**config.mk**
```make
export PLATFORM = sky130hd
export DESIGN_NAME = alucont_seq
export DESIGN_NICKNAME = d
export VERILOG_FILES = /design/src/rtl/alucont_seq.sv
export SDC_FILE = /design/constraint.sdc
export NUM_CORES = 1
export LEC_CHECK = 0
export ABC_CLOCK_PERIOD_IN_PS = 1990
export BUFFER_PORTS_ARGS = -buffer_cell sky130_fd_sc_hd__buf_2
export CAP_MARGIN = 20
export CORE_MARGIN = 1
export CORE_UTILIZATION = 26
export DETAILED_ROUTE_END_ITERATION = 16
export PLACE_DENSITY = 0.8
export RECOVER_POWER = 50
export REMOVE_ABC_BUFFERS = 1
export SLEW_MARGIN = 20
export SYNTH_ARGS = -nofsm -noshare
export SYNTH_HDL_FRONTEND = slang
export SYNTH_SLANG_ARGS = --single-unit
```
**constraint.sdc**
```tcl
create_clock -name clk -period 1.99 [get_ports clk]
set_input_delay 0.4975 -clock clk [delete_from_list [all_inputs] [get_ports clk]]
set_output_delay 0.4975 -clock clk [all_outputs]
set_load 0.02 [all_outputs]
```
**src/rtl/alucont_seq.sv**
```systemverilog
// -----------------------------------------------------------------------------
// alucont_seq
//
// Registered, handshaked ALU control decoder for the multi-cycle datapath.
// On an accepted start it decodes {aluop, funct} into a 4-bit ALU control word
// and holds it on gout until the next accepted start. Single-cycle encodings
// complete with a one-cycle done pulse right after the start edge.
//
// Optional feature, selected by the macro ALUCONT_MULT_EN:
//   defined   : R-type funct 1000 (aluop1=0) launches an iterative WIDTH-bit
//               unsigned shift-add multiply (MUL state, WIDTH cycles).
//   undefined : that encoding decodes to NOOP_CODE as a single-cycle op;
//               busy and result are tied to 0.
//
// Parameters:
//   WIDTH      multiplier operand/result width (>= 2)
//   NOOP_CODE  control word emitted for no-op/undefined encodings
//
// Ports:
//   clk     in   rising-edge clock
//   reset   in   asynchronous, active-high reset
//   start   in   operation request, sampled only in IDLE
//   aluop   in   [2:0] {aluop2, aluop1, aluop0}
//   funct   in   [3:0] {f3, f2, f1, f0}
//   opa     in   [WIDTH-1:0] multiplicand, sampled with start
//   opb     in   [WIDTH-1:0] multiplier, sampled with start
//   gout    out  [3:0] registered ALU control word
//   result  out  [WIDTH-1:0] product, low WIDTH bits
//   busy    out  high while a multiply iterates
//   done    out  one-cycle completion pulse
// -----------------------------------------------------------------------------
module alucont_seq #(
  parameter int         WIDTH     = 32,
  parameter logic [3:0] NOOP_CODE = 4'b1111
) (
  input  logic             clk,
  input  logic             reset,
  input  logic             start,
  input  logic [2:0]       aluop,
  input  logic [3:0]       funct,
  input  logic [WIDTH-1:0] opa,
  input  logic [WIDTH-1:0] opb,
  output logic [3:0]       gout,
  output logic [WIDTH-1:0] result,
  output logic             busy,
  output logic             done
);

  // Decoder output: mul marks the encoding that launches the multiplier.
  typedef struct packed {
    logic       mul;
    logic [3:0] word;
  } dec_t;

  // First-match priority decode. Every path assigns a word, so no encoding
  // can leave a stale control value behind.
  function automatic dec_t decode(input logic [2:0] op, input logic [3:0] fn);
    dec_t d;
    d.mul  = 1'b0;
    d.word = NOOP_CODE;
    if (op == 3'b000) begin
      d.word = 4'b0010;
    end else if (op == 3'b001) begin
      d.word = 4'b0110;
    end else if (op == 3'b011) begin
      d.word = 4'b1100;
    end else if (op == 3'b010) begin
      d.word = NOOP_CODE;
    end else begin
      // aluop2 = 1: R-type, funct selects the operation
      if (fn == 4'b0000) begin
        d.word = 4'b0010;
      end else if (!op[1] && fn[3] && fn[1]) begin
        d.word = 4'b0111;
      end else if (!op[1] && fn == 4'b0010) begin
        d.word = 4'b0110;
      end else if (fn == 4'b0101) begin
        d.word = 4'b0001;
      end else if (fn == 4'b0100) begin
        d.word = 4'b0000;
      end else if (fn == 4'b0111) begin
        d.word = 4'b1001;
      end else if (fn == 4'b0110) begin
        d.word = 4'b1101;
      end else if (fn == 4'b0011) begin
        d.word = 4'b1101;
      end else if (!op[1] && fn == 4'b1000) begin
`ifdef ALUCONT_MULT_EN
        // The multiplier reuses the adder, so gout shows ADD while it runs.
        d.mul  = 1'b1;
        d.word = 4'b0010;
`else
        d.word = NOOP_CODE;
`endif
      end else if (op[1] && !op[0] && fn[3]) begin
        d.word = 4'b0100;
      end else begin
        d.word = NOOP_CODE;
      end
    end
    return d;
  endfunction

  dec_t dec;

`ifdef ALUCONT_MULT_EN

  // ---------------------------------------------------------------------------
  // Multiply-capable build: IDLE/MUL sequencer
  // ---------------------------------------------------------------------------
  typedef enum logic {
    IDLE = 1'b0,
    MUL  = 1'b1
  } state_t;

  // Counter wide enough to hold WIDTH itself after the final increment.
  localparam int             CW   = $clog2(WIDTH + 1);
  localparam logic [CW-1:0]  LAST = CW'(WIDTH - 1);

  state_t           state_reg,  state_next;
  logic [3:0]       gout_reg,   gout_next;
  logic [WIDTH-1:0] a_reg,      a_next;
  logic [WIDTH-1:0] b_reg,      b_next;
  logic [WIDTH-1:0] acc_reg,    acc_next;
  logic [CW-1:0]    count_reg,  count_next;
  logic [WIDTH-1:0] result_reg, result_next;
  logic             busy_reg,   busy_next;
  logic             done_reg,   done_next;
  logic [WIDTH-1:0] acc_sum;

  always_ff @(posedge clk or posedge reset) begin
    if (reset) begin
      state_reg  <= IDLE;
      gout_reg   <= NOOP_CODE;
      a_reg      <= '0;
      b_reg      <= '0;
      acc_reg    <= '0;
      count_reg  <= '0;
      result_reg <= '0;
      busy_reg   <= 1'b0;
      done_reg   <= 1'b0;
    end else begin
      state_reg  <= state_next;
      gout_reg   <= gout_next;
      a_reg      <= a_next;
      b_reg      <= b_next;
      acc_reg    <= acc_next;
      count_reg  <= count_next;
      result_reg <= result_next;
      busy_reg   <= busy_next;
      done_reg   <= done_next;
    end
  end

  always_comb begin
    state_next  = state_reg;
    gout_next   = gout_reg;
    a_next      = a_reg;
    b_next      = b_reg;
    acc_next    = acc_reg;
    count_next  = count_reg;
    result_next = result_reg;
    busy_next   = busy_reg;
    done_next   = 1'b0;
    dec         = decode(aluop, funct);
    // Partial-product accumulate; carries beyond WIDTH bits fall off.
    acc_sum     = acc_reg + (b_reg[0] ? a_reg : '0);

    case (state_reg)
      IDLE: begin
        if (start) begin
          gout_next = dec.word;
          if (dec.mul) begin
            a_next     = opa;
            b_next     = opb;
            acc_next   = '0;
            count_next = '0;
            busy_next  = 1'b1;
            state_next = MUL;
          end else begin
            done_next = 1'b1;
          end
        end
      end

      MUL: begin
        // start is ignored here; operands in flight stay untouched.
        acc_next   = acc_sum;
        a_next     = a_reg << 1;
        b_next     = b_reg >> 1;
        count_next = count_reg + 1'b1;
        if (count_reg == LAST) begin
          // Final iteration: publish the sum formed this cycle directly.
          result_next = acc_sum;
          busy_next   = 1'b0;
          done_next   = 1'b1;
          state_next  = IDLE;
        end
      end

      default: begin
        state_next = IDLE;
      end
    endcase
  end

  assign gout   = gout_reg;
  assign result = result_reg;
  assign busy   = busy_reg;
  assign done   = done_reg;

`else

  // ---------------------------------------------------------------------------
  // Decode-only build: every accepted start completes in one cycle
  // ---------------------------------------------------------------------------
  logic [3:0] gout_reg, gout_next;
  logic       done_reg, done_next;
  logic       unused_ok;

  always_ff @(posedge clk or posedge reset) begin
    if (reset) begin
      gout_reg <= NOOP_CODE;
      done_reg <= 1'b0;
    end else begin
      gout_reg <= gout_next;
      done_reg <= done_next;
    end
  end

  always_comb begin
    gout_next = gout_reg;
    done_next = 1'b0;
    dec       = decode(aluop, funct);
    if (start) begin
      gout_next = dec.word;
      done_next = 1'b1;
    end
  end

  // Operands only matter to the multiplier, which is not built here.
  assign unused_ok = ^{opa, opb, dec.mul};

  assign gout   = gout_reg;
  assign result = '0;
  assign busy   = 1'b0;
  assign done   = done_reg;

`endif

endmodule

```
After elaboration in Yosys (flattened, before gate mapping)
Cells that the tools add are included.
{"block": "word_totals", "regBits": 5, "latch_bits": 0, "mem_bits_rw": 0, "romBits": 0, "output_inout_bits": 38, "wordCells": 37, "mem_count": 0}
{"block": "op_classes", "addsub": 0, "mul": 0, "n_div": 0, "n_lt_le_gt_ge": 0, "eq_ne": 10, "n_shift": 0, "n_mux": 15, "bitwise": 0, "reduce_logical": 10}
{"cell": "two-way mux 4 bit", "count": 14}
{"cell": "equality test 4 x 3 -> 1 bit (second input constant)", "count": 4}
{"cell": "equality test 4 x 2 -> 1 bit (second input constant)", "count": 2}
{"cell": "equality test 3 x 2 -> 1 bit (second input constant)", "count": 2}
{"cell": "logical AND 1 bit", "count": 6}
{"cell": "equality test 4 bit (second input constant)", "count": 1}
{"cell": "zero test 4 bit", "count": 1}
{"cell": "equality test 3 x 1 -> 1 bit (second input constant)", "count": 1}
{"cell": "zero test 3 bit", "count": 1}
{"cell": "zero test 1 bit", "count": 2}
{"cell": "two-way mux 1 bit", "count": 1}

Logic depth before layout (Yosys ltp)
Gate-level depths: netlist of run 1.
{"block": "depth", "depth_word": 17, "mapped_depth": 4}

Least setup slack after synthesis of run 1
Ideal clock, no wire load.
{"block": "synth_timing", "path_kind": "input to register", "from": "input aluop[1]", "to": "register gout_reg[0] (netlist: gout[0])", "setup_ns": 0.080, "t_arrival_ns": 1.094, "t_required_ns": 1.910, "path_slack_ns": 0.816, "path_stages": 3, "path_buffers": 0, "path_cell_list": "o21a_1 > o311a_1 > o22a_1"}
{"block": "synth_between", "elab_chain_len": 16}
{"item": "start, declared", "line_no": "39", "text": "input logic [2:0] aluop,"}
{"item": "logical AND 1 bit (2 in a row)", "line_no": "95", "text": "end else if (op[1] && !op[0] && fn[3]) begin"}
{"item": "two-way mux 4 bit", "line_no": "95"}
{"item": "two-way mux 4 bit", "line_no": "87", "text": "end else if (!op[1] && fn == 4'b1000) begin"}
{"item": "two-way mux 4 bit", "line_no": "85", "text": "end else if (fn == 4'b0011) begin"}
{"item": "two-way mux 4 bit", "line_no": "83", "text": "end else if (fn == 4'b0110) begin"}
{"item": "two-way mux 4 bit", "line_no": "81", "text": "end else if (fn == 4'b0111) begin"}
{"item": "two-way mux 4 bit", "line_no": "79", "text": "end else if (fn == 4'b0100) begin"}
{"item": "two-way mux 4 bit", "line_no": "77", "text": "end else if (fn == 4'b0101) begin"}
{"item": "two-way mux 4 bit", "line_no": "75", "text": "end else if (!op[1] && fn == 4'b0010) begin"}
{"item": "two-way mux 4 bit", "line_no": "73", "text": "end else if (!op[1] && fn[3] && fn[1]) begin"}
{"item": "two-way mux 4 bit", "line_no": "71", "text": "if (fn == 4'b0000) begin"}
{"item": "two-way mux 4 bit", "line_no": "67", "text": "end else if (op == 3'b010) begin"}
{"item": "two-way mux 4 bit", "line_no": "65", "text": "end else if (op == 3'b011) begin"}
{"item": "two-way mux 4 bit", "line_no": "63", "text": "end else if (op == 3'b001) begin"}
{"item": "two-way mux 4 bit *", "line_no": "61", "text": "if (op == 3'b000) begin"}
{"item": "end signal, assigned", "line_no": "226", "text": "gout_reg <= gout_next;"}
{"item": "end, declared", "line_no": "217", "text": "logic [3:0] gout_reg, gout_next;"}
Every way passes the cells marked *; elsewhere a longest branch is shown, timed or not.
A chain may end at the register's enable or synchronous reset.

Worst setup path in the final report of run 1
{"block": "layout_timing", "from": "register gout_reg[3] (netlist: gout[3])", "to": "output gout[3]"}
{"item": "end, declared", "line_no": "43", "text": "output logic [3:0] gout,"}
No word-level cell between the ends.

==> flow_summary.yaml, run 1 <==
grt:
  first_global_vias: 343
  antenna_found_initial: 0
  grt_pass1_wl_mm: 1.40
  grt_max_degree: 10
  overflow: 0
  grt_usage_pct: 7.91
power_and_ir_drop:
  seq_power_share_pct: 33.5
  totalPowerFinal_uw: 372
  p_sw_share_pct: 39.0
  switching_power_uw: 145
  p_leak_nw: 0.295
  p_int_uw: 227
  combPwrFrac_pct: 35.4
  power_density_nw_per_um2: 669
  pwr-share-clk_pct: 31.1
  ir_worst_vdd_uv: 265
synth:
  yosysUniqueCellTypes: 24
  ys_seq_elements: 5
  synthFlopType: "dfstp_2"
  synth-edff-count: 0
  synthArstFlopShare_pct: 100
  synthesis.area_sq_um: 561
  syn_area_per_cell_sq_um: 8.49
  ys_seq_area_share_pct: 23.2
  ys_warn_count: 0
  postSynthCellCount: 66
cts:
  postCtsSetupBuffers: 0
  cts.sinks: 5
  clockRootBuffer: "clkbuf_4"
  clock_latency_ns: 0.23
  cts_buffers: 3
  cts_tree: "built"
  clockBufferDepth: 2
  cts-htree-levels: 1
  cts_resized: 0
  hold_buffers: 0
  path_clk_slew_ns: 0.04
die:
  die_height_um: 48.4
  rows: 16
  core-area_sq_um: 2000
  start_util_pct: 28.0
  die-area_sq_um: 2350
  ios: 112
  die_x_um: 48.4
placement:
  place_area_sq_um: 533
  io_buffers: 14
  post-place-ws_ns: 0.633
  place_inst: 105
  gp_congestion: 0.659
worst_hold_path:
  min_path_type: "input port to async pin"
detailed_routing:
  vias_per_cell: 3.61
  wirelength_um: 921
  vias: 393
  firstDrtPassIters: 4
  first_iter_violations: 2
  ant_nets: 0
  drc: 0
  drt-wirelength-per-cell_um: 8.45
layout:
  area_growth_pct: -0.670
  nets: 157
  largest_reg_flops: 4
  fin_area_sq_um: 557
  fill_cells: 238
  fin_cells: 109
  fin_util_pct: 27.8
  drive_gt1_share_pct: 25.6
  diodes: 0
setup_path:
  cp_slowest_cell: "dfstp_2"
  r2r-start: "gout[3]$_DFFE_PP1P_"
  r2r_setup_slack_ns: 1.12
  startpoint: "gout[3]$_DFFE_PP1P_"
  crit_path_end_kind: "output pin"
  crit_path_max_incr_delay_ns: 0.52
  critPathBufInv: 1
  cp_top_family: "flip-flops"
  path_class: "flop to output pin"
  rr_endpoint: "gout[3]$_DFFE_PP1P_"
  path_cells: "buf_2"
  cp.arrival_ns: 0.92
  worstPathMaxFanout: 2
  worstRegToRegCells: 3
  required_ns: 1.49
  start_kind: "flop"
sta:
  setup_tns_ns: 0
  rsz0062_at_grt: "false"
  finalSetupViolCount: 0
  min_period_over_period_pct: 71.1
  hold_ws_ns: 0.154
  slew_viol_final: 0
  finalCriticalPeriod_ns: 1.42
  hold_viol: 0
  setup_ws_ns: 0.575
  timing.fmax_mhz: 707
  skew_ns: 0
job:
  cap_violations: 0
status:
  status: "finished, final reports clean"
layout by cell type (no fill, tap or decap), types with 2 or more instances in the layout:
cell type and count:
o21ai_0 2, clkbuf_4 3, dfstp_2 4, mux2i_1 2, nand2b_1 3, clkbuf_1 3
a21boi_0 2, buf_2 12, inv_1 3, conb_1 33
area by class of cell:
| type | count | area (sq um) | area share, % |
|---|---|---|---|
| flip-flops and latches | 5 | 130 | 23.4 |
| well taps | 27 | 33.8 | 6.07 |
| multi-input cells | 56 | 288 | 51.7 |
| clock buffers | 4 | 26.3 | 4.72 |
| inverters | 3 | 11.3 | 2.02 |
| repair buffers | 14 | 67.6 | 12.1 |
cell usage after synthesis, types with 2 or more instances:
cell	number	share of area (%)
nand2b_1	3	3.3
o21ai_0	2	1.8
a21boi_0	2	2.7
inv_1	3	2.0
mux2i_1	2	3.6
buf_4	33	44
dfstp_2	4	19
metal layers:
layer	vias to the layer above	GRT usage, %	wire length, um
li1	184	-	-
met1	192	6.80	326
met2	17	16.2	558
met3	0	2.83	36
met4	0	2.94	0
met5	-	0	0
cell families after synthesis:
family / share of synthesized area [%]
buffers and inverters: 46.9
AO/OA/AOI/OAI: 16.7
AND/OR/NAND/NOR: 6.92
flip-flops: 23.2
multiplexers: 5.58
other: 0.669
worst max-delay path by stage:
stage / to / slack, ns / cells after the start
6_report: gout[3] / 0.57 / 1
5_1_grt: gout[0] / 0.53 / 1
4_1_cts: gout[1] / 0.57 / 1
3_5_place_dp: gout[0]$_DFFE_PP1P_ / 0.63 / 4
3_3_place_gp: gout[0]$_DFFE_PP1P_ / 0.65 / 4
2_1_floorplan: gout[0]$_DFFE_PP1P_ / 0.82 / 3
power groups by stage:
stage | Clock (mW) | Combinational (mW) | Sequential (mW)
6_report | 0.116 | 0.132 | 0.125
5_1_grt | 0.127 | 0.141 | 0.127
4_1_cts | 0.121 | 0.131 | 0.125
3_5_place_dp | 0 | 0.131 | 0.126
3_3_place_gp | 0 | 0.128 | 0.126
2_1_floorplan | 0 | 0.0820 | 0.141
Note: power is estimated with default switching activity, not from simulation.
==> inputs of run 2 (changes only) <==
- ABC_CLOCK_PERIOD_IN_PS: 1990 -> 1200
- CORE_UTILIZATION: 26 -> 22
- PLACE_DENSITY: 0.8 -> 0.72
- clock period: 1.99 -> 1.2 ns (I/O delays scaled with it)
==> run 2 against run 1 <==
Net effect: clock skew unchanged; hold slack better by 0.19 ns; sequential cell count unchanged; setup slack worse by 0.57 ns.
==> flow_summary.yaml, run 2 (synthesis results as in run 1) <==
die:
  rows: 17
  core-area_sq_um: 2300
  die-area_sq_um: 2750
  ios: 112
  die_height_um: 52.5
  die_x_um: 52.5
  start_util_pct: 24.4
setup_path:
  cp_top_family: "flip-flops"
  path_class: "flop to output pin"
  worstPathMaxFanout: 2
  required_ns: 0.90
  rr_endpoint: "gout[3]$_DFFE_PP1P_"
  r2r_setup_slack_ns: 0.32
  worstRegToRegCells: 3
  cp_slowest_cell: "dfstp_2"
  path_cells: "buf_6"
  start_kind: "flop"
  crit_path_end_kind: "output pin"
  cp.arrival_ns: 0.89
  r2r-start: "gout[3]$_DFFE_PP1P_"
  crit_path_max_incr_delay_ns: 0.54
  startpoint: "gout[0]$_DFFE_PP1P_"
  critPathBufInv: 1
layout:
  drive_gt1_share_pct: 26.5
  area_growth_pct: 6.03
  layout_commonest_cell: "conb_1"
  final_cell_mix: "33 x conb_1, 9 x buf_2, 4 x dfstp_2, 4 x buf_6"
  largest_reg_flops: 4
  nets: 158
  fin_util_pct: 25.9
  diodes: 0
  fill_cells: 251
  fin_area_sq_um: 594
power_and_ir_drop:
  pwr-share-clk_pct: 30.2
  power_density_nw_per_um2: 1080
  combPwrFrac_pct: 37.0
  ir_worst_vdd_uv: 279
  p_int_uw: 399
  switching_power_uw: 245
  p_sw_share_pct: 38.1
  seq_power_share_pct: 32.8
  p_leak_nw: 0.311
job:
  cap_violations: 0
grt:
  antenna_found_initial: 0
  grt_max_degree: 10
  grt_pass1_wl_mm: 1.39
  overflow: 0
  first_global_vias: 347
  grt_usage_pct: 7.21
cts:
  cts_tree: "built"
  cts_buffers: 3
  cts-htree-levels: 1
  cts.sinks: 5
  path_clk_slew_ns: 0.04
  clock_latency_ns: 0.24
  clockBufferDepth: 2
  clockRootBuffer: "clkbuf_4"
sta:
  hold_viol: 0
  min_period_over_period_pct: 99.5
  finalCriticalPeriod_ns: 1.19
  slew_viol_final: 0
  finalSetupViolCount: 0
  skew_ns: 0
  rsz0062_at_grt: "true"
  timing.fmax_mhz: 837
placement:
  gp_congestion: 0.659
  hpwl_um: 770
  io_buffers: 14
  place_area_sq_um: 534
worst_hold_path:
  hold-path-cell-count: 1
  worstHoldStart: "start"
  min_to: "done$_DFF_PP0_"
  min_path_type: "input port to flop"
detailed_routing:
  firstDrtPassIters: 1
  vias_per_cell: 3.52
  first_iter_violations: 0
  drc: 0
  wirelength_um: 894
  ant_nets: 0
  vias: 391
  drt-wirelength-per-cell_um: 8.05
status:
  status: "finished, final reports clean"
run 2: stage by stage:
stage | instances | hold slack (ns) | worst slack (ns) | total power [mW] | setup TNS (ns)
floorplan | 64 | 0.0756 | 0.224 | 0.369 | 0
global placement | 106 | 0.204 | 0.0530 | 0.422 | 0
detailed placement | 106 | 0.208 | 0.0474 | 0.426 | 0
CTS | 111 | 0.270 | -0.00561 | 0.651 | -0.00561
global route | 111 | 0.346 | -0.0191 | 0.689 | -0.0546
finish | 111 | 0.347 | 0.00582 | 0.644 | 0
run 2: worst max path at each step:
stage / slack (ns) / end / depth (start not counted)
after floorplan: 0.22 / gout[0]$_DFFE_PP1P_ / 3
after global placement: 0.05 / gout[0]$_DFFE_PP1P_ / 4
after detailed placement: 0.05 / gout[0]$_DFFE_PP1P_ / 4
after CTS: -0.006 / gout[0] / 1
after global routing: -0.02 / gout[1] / 1
final: 0.006 / gout[0] / 1
run 2: final cells by class:
class	instances	area, sq um	share of cell area [%]
multi-input cells	56	288	48.4
flip-flops and latches	5	130	21.9
well taps	28	35.0	5.89
repair buffers	15	104	17.5
clock buffers	4	26.3	4.42
inverters	3	11.3	1.89
run 2: layer usage:
layer,vias to the layer above,wire [um],GRT usage (%)
li1,187,-,-
met1,179,299,5.90
met2,25,538,14.1
met3,0,56,0.290
met4,0,0,7.89
met5,-,0,0
run 2: repair_timing:
action                     4_1_cts  5_1_grt
buffers inserted                 0        0
pin swaps                        0        0
resized for setup                8        0
hold buffers                     1        0
setup endpoints to repair        4        4
gates cloned                     0        0
hold endpoints to repair         1        0
run 2: power by group through the flow:
| stage | logic [mW] | registers, mW | clock network, mW |
|---|---|---|---|
| after floorplan | 0.136 | 0.233 | 0 |
| after global placement | 0.213 | 0.209 | 0 |
| after detailed placement | 0.216 | 0.210 | 0 |
| after CTS | 0.238 | 0.212 | 0.201 |
| after global routing | 0.261 | 0.214 | 0.213 |
| final | 0.238 | 0.211 | 0.194 |
